`src/rtl/hazard_ctrl_pkg.sv`:
```
// Shared processor definitions for the hazard controller.
// Contents:
//   state_e      - hazard controller FSM encoding (RUN, DRAIN, HALTED)
//   sb_entry_t   - one scoreboard slot {valid, dest}
//   DRAIN_CYCLES - cycles needed for the instructions behind HALT to retire
package hazard_ctrl_pkg;

  localparam int REG_W = 3;
  localparam int CNT_W = 16;

  // HALT enters EX on the cycle after issue; EX, MEM and WB then need
  // three cycles before the pipeline holds nothing live.
  localparam logic [1:0] DRAIN_CYCLES = 2'd3;

  typedef enum logic [1:0] {
    ST_RUN    = 2'd0,
    ST_DRAIN  = 2'd1,
    ST_HALTED = 2'd2
  } state_e;

  typedef struct packed {
    logic             valid;
    logic [REG_W-1:0] dest;
  } sb_entry_t;

endpackage

```
`src/rtl/hazard_scoreboard.sv`:
```
// Two-slot destination scoreboard tracking the EX and MEM stages.
// WB is not tracked: the register file writes in the first half of the
// cycle, so a WB-stage producer is already visible to the ID read.
// Ports:
//   clk, rst               - clock, asynchronous active-low reset
//   shift_valid/shift_dest - entry entering EX this cycle
//   q_rs, q_rt             - registers being read in ID
//   match_rs, match_rt     - query register is pending in EX or MEM
module hazard_scoreboard
  import hazard_ctrl_pkg::*;
(
  input  logic             clk,
  input  logic             rst,
  input  logic             shift_valid,
  input  logic [REG_W-1:0] shift_dest,
  input  logic [REG_W-1:0] q_rs,
  input  logic [REG_W-1:0] q_rt,
  output logic             match_rs,
  output logic             match_rt
);

  sb_entry_t ex_q, ex_d;
  sb_entry_t mem_q, mem_d;

  always_comb begin
    ex_d.valid = shift_valid;
    ex_d.dest  = shift_dest;
    mem_d      = ex_q;
  end

  always_ff @(posedge clk or negedge rst) begin
    if (!rst) begin
      ex_q  <= '0;
      mem_q <= '0;
    end else begin
      ex_q  <= ex_d;
      mem_q <= mem_d;
    end
  end

  assign match_rs = (ex_q.valid  && (ex_q.dest  == q_rs)) ||
                    (mem_q.valid && (mem_q.dest == q_rs));
  assign match_rt = (ex_q.valid  && (ex_q.dest  == q_rt)) ||
                    (mem_q.valid && (mem_q.dest == q_rt));

endmodule

```
`src/rtl/hazard_ctrl.sv`:
```
// Pipeline hazard controller: RAW interlock against EX/MEM producers,
// branch-redirect squash and HALT drain sequencing.
// Ports:
//   clk, rst      - clock, asynchronous active-low reset
//   id_*          - decode-stage instruction fields
//   ex_redirect   - taken branch/jump resolved in EX
//   pc_stall      - hold PC
//   ifid_stall    - hold IF/ID
//   idex_bubble   - load NOP into ID/EX
//   ifid_flush    - squash IF/ID
//   halted        - pipeline drained after HALT (registered)
//   stall_cnt     - saturating count of RAW stall cycles (registered)
module hazard_ctrl
  import hazard_ctrl_pkg::*;
(
  input  logic             clk,
  input  logic             rst,
  input  logic             id_valid,
  input  logic [REG_W-1:0] id_rs,
  input  logic             id_rs_used,
  input  logic [REG_W-1:0] id_rt,
  input  logic             id_rt_used,
  input  logic [REG_W-1:0] id_rd,
  input  logic             id_regwrt,
  input  logic             id_halt,
  input  logic             ex_redirect,
  output logic             pc_stall,
  output logic             ifid_stall,
  output logic             idex_bubble,
  output logic             ifid_flush,
  output logic             halted,
  output logic [CNT_W-1:0] stall_cnt
);

  state_e           state_q, state_d;
  logic [1:0]       drain_cnt_q, drain_cnt_d;
  logic [CNT_W-1:0] stall_cnt_q, stall_cnt_d;

  logic match_rs, match_rt;
  logic in_run, raw, issue, raw_stall, redirect_act, hold;

  assign in_run = (state_q == ST_RUN);
  assign raw    = id_valid & ((id_rs_used & match_rs) | (id_rt_used & match_rt));
  assign issue  = id_valid & ~raw & ~ex_redirect & in_run;

  // Redirect wins over a RAW stall; both only matter while running.
  assign redirect_act = in_run & ex_redirect;
  assign raw_stall    = in_run & raw & ~ex_redirect;
  assign hold         = ~in_run | raw_stall;

  hazard_scoreboard u_sb (
    .clk         (clk),
    .rst         (rst),
    .shift_valid (id_valid & id_regwrt & issue),
    .shift_dest  (id_rd),
    .q_rs        (id_rs),
    .q_rt        (id_rt),
    .match_rs    (match_rs),
    .match_rt    (match_rt)
  );

  // Gated by rst so an ex_redirect seen during reset cannot flush.
  assign pc_stall    = rst & hold;
  assign ifid_stall  = rst & hold;
  assign idex_bubble = rst & (hold | redirect_act);
  assign ifid_flush  = rst & redirect_act;

  assign halted    = (state_q == ST_HALTED);
  assign stall_cnt = stall_cnt_q;

  always_comb begin
    state_d     = state_q;
    drain_cnt_d = drain_cnt_q;
    stall_cnt_d = stall_cnt_q;

    case (state_q)
      ST_RUN: begin
        if (issue && id_halt) begin
          state_d     = ST_DRAIN;
          drain_cnt_d = DRAIN_CYCLES;
        end
      end
      ST_DRAIN: begin
        drain_cnt_d = drain_cnt_q - 2'd1;
        if (drain_cnt_q == 2'd1) begin
          state_d = ST_HALTED;
        end
      end
      ST_HALTED: begin
        // Counter keeps running down but rests at zero instead of wrapping.
        if (drain_cnt_q != 2'd0) begin
          drain_cnt_d = drain_cnt_q - 2'd1;
        end
      end
      default: begin
        state_d = ST_RUN;
      end
    endcase

    if (raw_stall && (stall_cnt_q != {CNT_W{1'b1}})) begin
      stall_cnt_d = stall_cnt_q + 1'b1;
    end
  end

  always_ff @(posedge clk or negedge rst) begin
    if (!rst) begin
      state_q     <= ST_RUN;
      drain_cnt_q <= 2'd0;
      stall_cnt_q <= '0;
    end else begin
      state_q     <= state_d;
      drain_cnt_q <= drain_cnt_d;
      stall_cnt_q <= stall_cnt_d;
    end
  end

endmodule

```
`config.mk`:
```
export PLATFORM = sky130hd
export DESIGN_NAME = hazard_ctrl
export DESIGN_NICKNAME = d
export VERILOG_FILES = /design/src/rtl/hazard_ctrl_pkg.sv /design/src/rtl/hazard_scoreboard.sv /design/src/rtl/hazard_ctrl.sv
export SDC_FILE = /design/constraint.sdc
export NUM_CORES = 1
export LEC_CHECK = 0
export ABC_CLOCK_PERIOD_IN_PS = 2000
export CORE_MARGIN = 8
export CORE_UTILIZATION = 42
export DETAILED_ROUTE_END_ITERATION = 12
export PLACE_DENSITY = 0.73
export SYNTH_ARGS = -nofsm -noshare
export SYNTH_HDL_FRONTEND = slang
export SYNTH_SLANG_ARGS = --single-unit
```
`constraint.sdc`:
```
create_clock -name clk -period 2 [get_ports clk]
set_input_delay 0.3 -clock clk [delete_from_list [all_inputs] [get_ports clk]]
set_output_delay 0.3 -clock clk [all_outputs]
set_load 0.02 [all_outputs]
```
* Word-level counts from Yosys, hierarchy flattened
Cells that the tools add are included.
** Operators by class
- Add/sub/neg operators :: 2
- Equal/unequal tests :: 11
- Muxes and demuxes :: 6
- Bitwise operators :: 21
- Reductions and logical operators :: 13
** Operator list (count)
- $add 16x1->16 const B :: 1
- $ne 16x16->1 const B :: 1
- $and 1x1->1 :: 14
- $eq 3x3->1 :: 4
- $pmux 2 s3 :: 2
- $mux 2 :: 4
- $logic_and 1x1->1 :: 6
- $reduce_and 3->1 :: 2
- $eq 2x1->1 const B :: 2
- $ne 2x1->1 const B :: 2
- $not 1->1 :: 4
- $or 1x1->1 :: 3
- $reduce_bool 3->1 :: 1
- $eq 2x2->1 const B :: 1
- $logic_not 2->1 :: 1
- $logic_or 1x1->1 :: 2
- $ne 2x2->1 const B :: 1
- $reduce_bool 2->1 :: 1
- $sub 2x1->2 const B :: 1
** Storage, ports and cells
- Register bits :: 28
- Bits of input ports :: 17
- Output and inout bits :: 21
- Logic and storage cells :: 60

* Logic depth before layout (Yosys ltp)
- Depth after elaboration :: 13
- Depth in mapped cells :: 9
- Depth with buffers taken out :: 8

* By module
A second synthesis with hierarchy kept.
** Unflattened totals
- Cell total of the unflattened synthesis :: 136
- Area, all modules :: 1467.7 µm²
** Modules (own cells, without submodules)
- hazard_ctrl :: instances 1, cells each 110, area each 1129.8 µm², seq. area each 500.5 µm²
- hazard_scoreboard :: instances 1, cells each 26, area each 337.8 µm², seq. area each 200.2 µm²

* Least setup slack after synthesis
No wires, ideal clock.
- Path type :: register to output
- From :: reg state_q[1]
- To :: out pc_stall
- Data arrival time :: 2.094 ns
- Data required time :: 1.700 ns
- Setup slack :: -0.394 ns
- Cell stages (with the launch flop) :: 9
- Buffers on the path :: 2
- Cell sequence :: dfrtp_1 > inv_1 > ha_1 > and2b_1 > and2_1 > buf_4 > nand2_1 > a21boi_0 > buf_4
** On the way
- Word-level cells in the longest chain between the ends :: 5
- Elaborated cells between the ends (all ways) :: 6
- Classes of those cells :: bitwise (5); reduce/logical (1)
** Ends and longest elaborated chain
- from (decl) :: line hazard_ctrl.sv:35 : state_e state_q, state_d;
- from (signal assigned) :: line hazard_ctrl.sv:111 : state_q <= state_d;
- $logic_not 2->1 * :: line hazard_ctrl.sv:42 : assign in_run = (state_q == ST_RUN);
- $and 1x1->1 (2 in a row) :: line hazard_ctrl.sv:48 : assign raw_stall = in_run & raw & ~ex_redirect;
- $or 1x1->1 * :: line hazard_ctrl.sv:49 : assign hold = ~in_run | raw_stall;
- $and 1x1->1 *
- to (decl) :: line hazard_ctrl.sv:27 : output logic pc_stall,
Mark *: on every way between the ends. The rest lies on a longest branch, timed or not.

* Worst setup path in the final report
- From :: reg u_sb.mem_q[2] (netlist name)
- To :: out ifid_stall
** On the way
- Word-level cells in the longest chain between the ends :: 10
- Elaborated cells between the ends (all ways) :: 14
- Classes of those cells :: eq/ne (2); bitwise (8); reduce/logical (4)
** Ends and longest elaborated chain
- from (decl) :: line hazard_scoreboard.sv:23 : sb_entry_t mem_q, mem_d;
- from (signal assigned) :: line hazard_scoreboard.sv:37 : mem_q <= mem_d;
- $eq 3x3->1, on equally long branches :: line hazard_scoreboard.sv:42, hazard_scoreboard.sv:44
- $logic_and 1x1->1, on equally long branches :: line hazard_scoreboard.sv:42, hazard_scoreboard.sv:44
- $logic_or 1x1->1, on equally long branches :: line hazard_scoreboard.sv:41, hazard_scoreboard.sv:43
- $and 1x1->1 :: line hazard_ctrl.sv:43 : assign raw = id_valid & ((id_rs_used & match_rs) | (id_rt_used & match_rt));
- $or 1x1->1 * :: line hazard_ctrl.sv:43
- $and 1x1->1 * :: line hazard_ctrl.sv:43
- $and 1x1->1 * (2 in a row) :: line hazard_ctrl.sv:48
- $or 1x1->1 * :: line hazard_ctrl.sv:49
- $and 1x1->1 * :: line hazard_ctrl.sv:64 : assign ifid_stall = rst & hold;
- to (decl) :: line hazard_ctrl.sv:28 : output logic ifid_stall,
Marks and branches as above.

==> results.tsv <==
metric	value	unit
synth_edf_count	0	
ys_types	30	
wl_per_cell	15.4	um
finalCritPeriodShare	1.05	
path_class	reg2out	
vias_per_cell	5.27	
final_cells	249	
cp_slowest_cell	dfrtp_1	
nets	227	
die_width	76.4	um
drt_wl_total	3820	um
grt_pass1_wl	6120	um
hold_viol_final	0	
root_buffer	clkbuf_4	
synth_most_common_cell	dfrtp_1	
ff2ff_setup_slack	0.05	ns
place.gp.congestion	0.845	
io_buffer_count	37	
synth_area_leader_cell	dfrtp_1	
antenna_found_initial	0	
path_buf_inv	1	
crit_path_max_fanout	2	
syn_to_final_growth	45.2	%
cpLargestDelayFamily	flip-flops	
netlist_area	1530	um^2
place_inst	244	
use_met2	0.225	
rsz0062_at_grt	yes	
p_leak	0.981	nW
crit_chain	xnor2_1, nand4_1, a21boi_2, or2_4, nand2_4, a21boi_4, buf_4	
worstSetupStartpointType	flip-flop	
crit_path_max_incr_delay	0.44	ns
violations	negative setup slack	
clk_latency	0.33	ns
max_freq	0.475	GHz
cts_buffers	3	
busiest_layer	met2	
grt_pass1_vias	1393	
setup_slack	-0.105	ns
grt_max_degree	29	
die_height	76.4	um
syn_avg_cell_area	10.6	um^2
synth_top_area_share	0.458	
clockBufferDepth	2	
met1_usage	0.133	
clkTransAtPathRegs	0.14	ns
start_util	0.428	
synth_flop_cell	dfrtp_1	
finalInstanceArea	2220	um^2
critPathRequiredTime	1.70	ns
powerDensity	775	nW/um^2
vias	1313	
met3_usage	0.0318	
min_path_type	in2reg	
dp_hpwl	2880	um
tritoncts_num_sinks	28	
setup_viol	3	
grt_use_total	0.123	
fin_util	0.621	
vdd_drop_max	0.569	mV
num_io_pins	38	
worstMarginPinSlew	0.356	ns
grt.overflow.total	0	
first_pass_iters	4	
status	complete, but fails checks	
seq_area_frac_synth	0.458	
yosysWarnings	0	
tritoncts	done	
finClkSkew	0.00785	ns
cap_viol_max_count	0	
ant_nets	0	
ys_async_sr_fraction	1.00	
dieArea	5830	um^2
slew_viol_final	0	
end_kind	output port	
row_count	22	
yosys-top-cells-count	dfrtp_1 (28), xnor2_1 (19), nand2_1 (12)	
placed_area	2080	um^2
drive_above_1_share	0.234	
period_needed	2.10	ns
first_iter_violations	37	
ys_ff_latch	28	
synthesis.nets	169	
htreeDepth	1	
synth_cells	144	
timing.slew.headroom	0.761	
drc	0	
cp.arrival	1.80	ns
num_antenna_cells	0	
synth_area_leaders	dfrtp_1 (46%), xnor2_1 (11%), ha_1 (6.5%)	
core-area	3580	um^2
[kinds of logic after synthesis]
group,count (synthesis),share of synthesized area
multiplexers,2,0.0147
flip-flops,28,0.458
AND/OR/NAND/NOR,54,0.196
AO/OA/AOI/OAI,17,0.0883
XOR/XNOR,26,0.149
adder cells (fa/ha/maj),8,0.0654
buffers and inverters,9,0.0286
[cells in the final DEF (no fill, tap or decap), types with 2 or more instances in the layout]
cell type        instances
a21boi_2                 2
a21oi_1                  6
a41oi_1                  2
and3_1                   2
and4_1                   2
buf_4                   21
buf_6                    2
clkbuf_4                 3
clkdlybuf4s50_1         29
dfrtp_1                 28
dlygate4sd2_1            3
ha_1                     7
inv_1                    5
mux2_1                   2
nand2_1                 10
nand3_1                  6
nand3b_1                 2
nand4_1                  9
nor3_1                   5
nor3_2                   3
nor4_1                   2
nor4_2                   4
o21ai_0                  2
xnor2_1                 18
xor2_1                   7
[through the flow]
stage	setup TNS, ns	power, W	worst slack [ns]	hold slack (ns)
3_5_place_dp	-4.06	0.00136	-0.589	0.395
2_1_floorplan	-0.100	0.00106	-0.0854	0.00441
6_report	-0.270	0.00172	-0.105	0.400
4_1_cts	-0.206	0.00171	-0.0774	0.387
5_1_grt	-0.535	0.00182	-0.189	0.386
3_3_place_gp	-2.96	0.00133	-0.493	0.401
[layer usage]
layer	routed length (um)	vias to the layer above
li1	-	628
met2	1940	42
met1	1620	631
met3	201	12
met4	59	0
met5	0	-
[sequential cells by signal (all words and copies together) (netlist names)]
signal and flops:
stall_cnt 16, u_sb.ex_q 4, u_sb.mem_q 4, drain_cnt_q 2, state_q 2
[cell type report]
class	instances	area (um^2)
tap	48	60.1
inverter	5	18.8
multi-input combinational	107	871
fill	297	1360
clock inverter	1	30.0
timing repair buffer	57	519
clock buffer	3	22.5
sequential	28	701
[power breakdown]
part           leakage [nW]  switching, W  internal, W  total (W)
Clock                0.0279      0.000159     0.000203   0.000362
Combinational         0.587      0.000348     0.000349   0.000698
Sequential            0.366     0.0000410     0.000622   0.000663
[worst paths after layout]
check	start	endpoint	depth (start not counted)
setup reg to reg	u_sb.mem_q[2]	stall_cnt[6]	7
hold reg to reg	u_sb.ex_q[3]	u_sb.mem_q[3]	0
hold / removal	id_rd[1]	u_sb.ex_q[1]	1
setup / recovery	u_sb.mem_q[2]	ifid_stall	7
min in group asynchronous	rst	stall_cnt[2]	2
max in group asynchronous	rst	stall_cnt[0]	2
[repair_timing]
action                     in CTS  in global routing
hold endpoints to repair        0                  0
buffers inserted                1                  1
resized for setup              21                 19
setup endpoints to repair       5                 21
hold buffers                    0                  0
pin swaps                       6                  7
(Power assumes the default switching activity.)
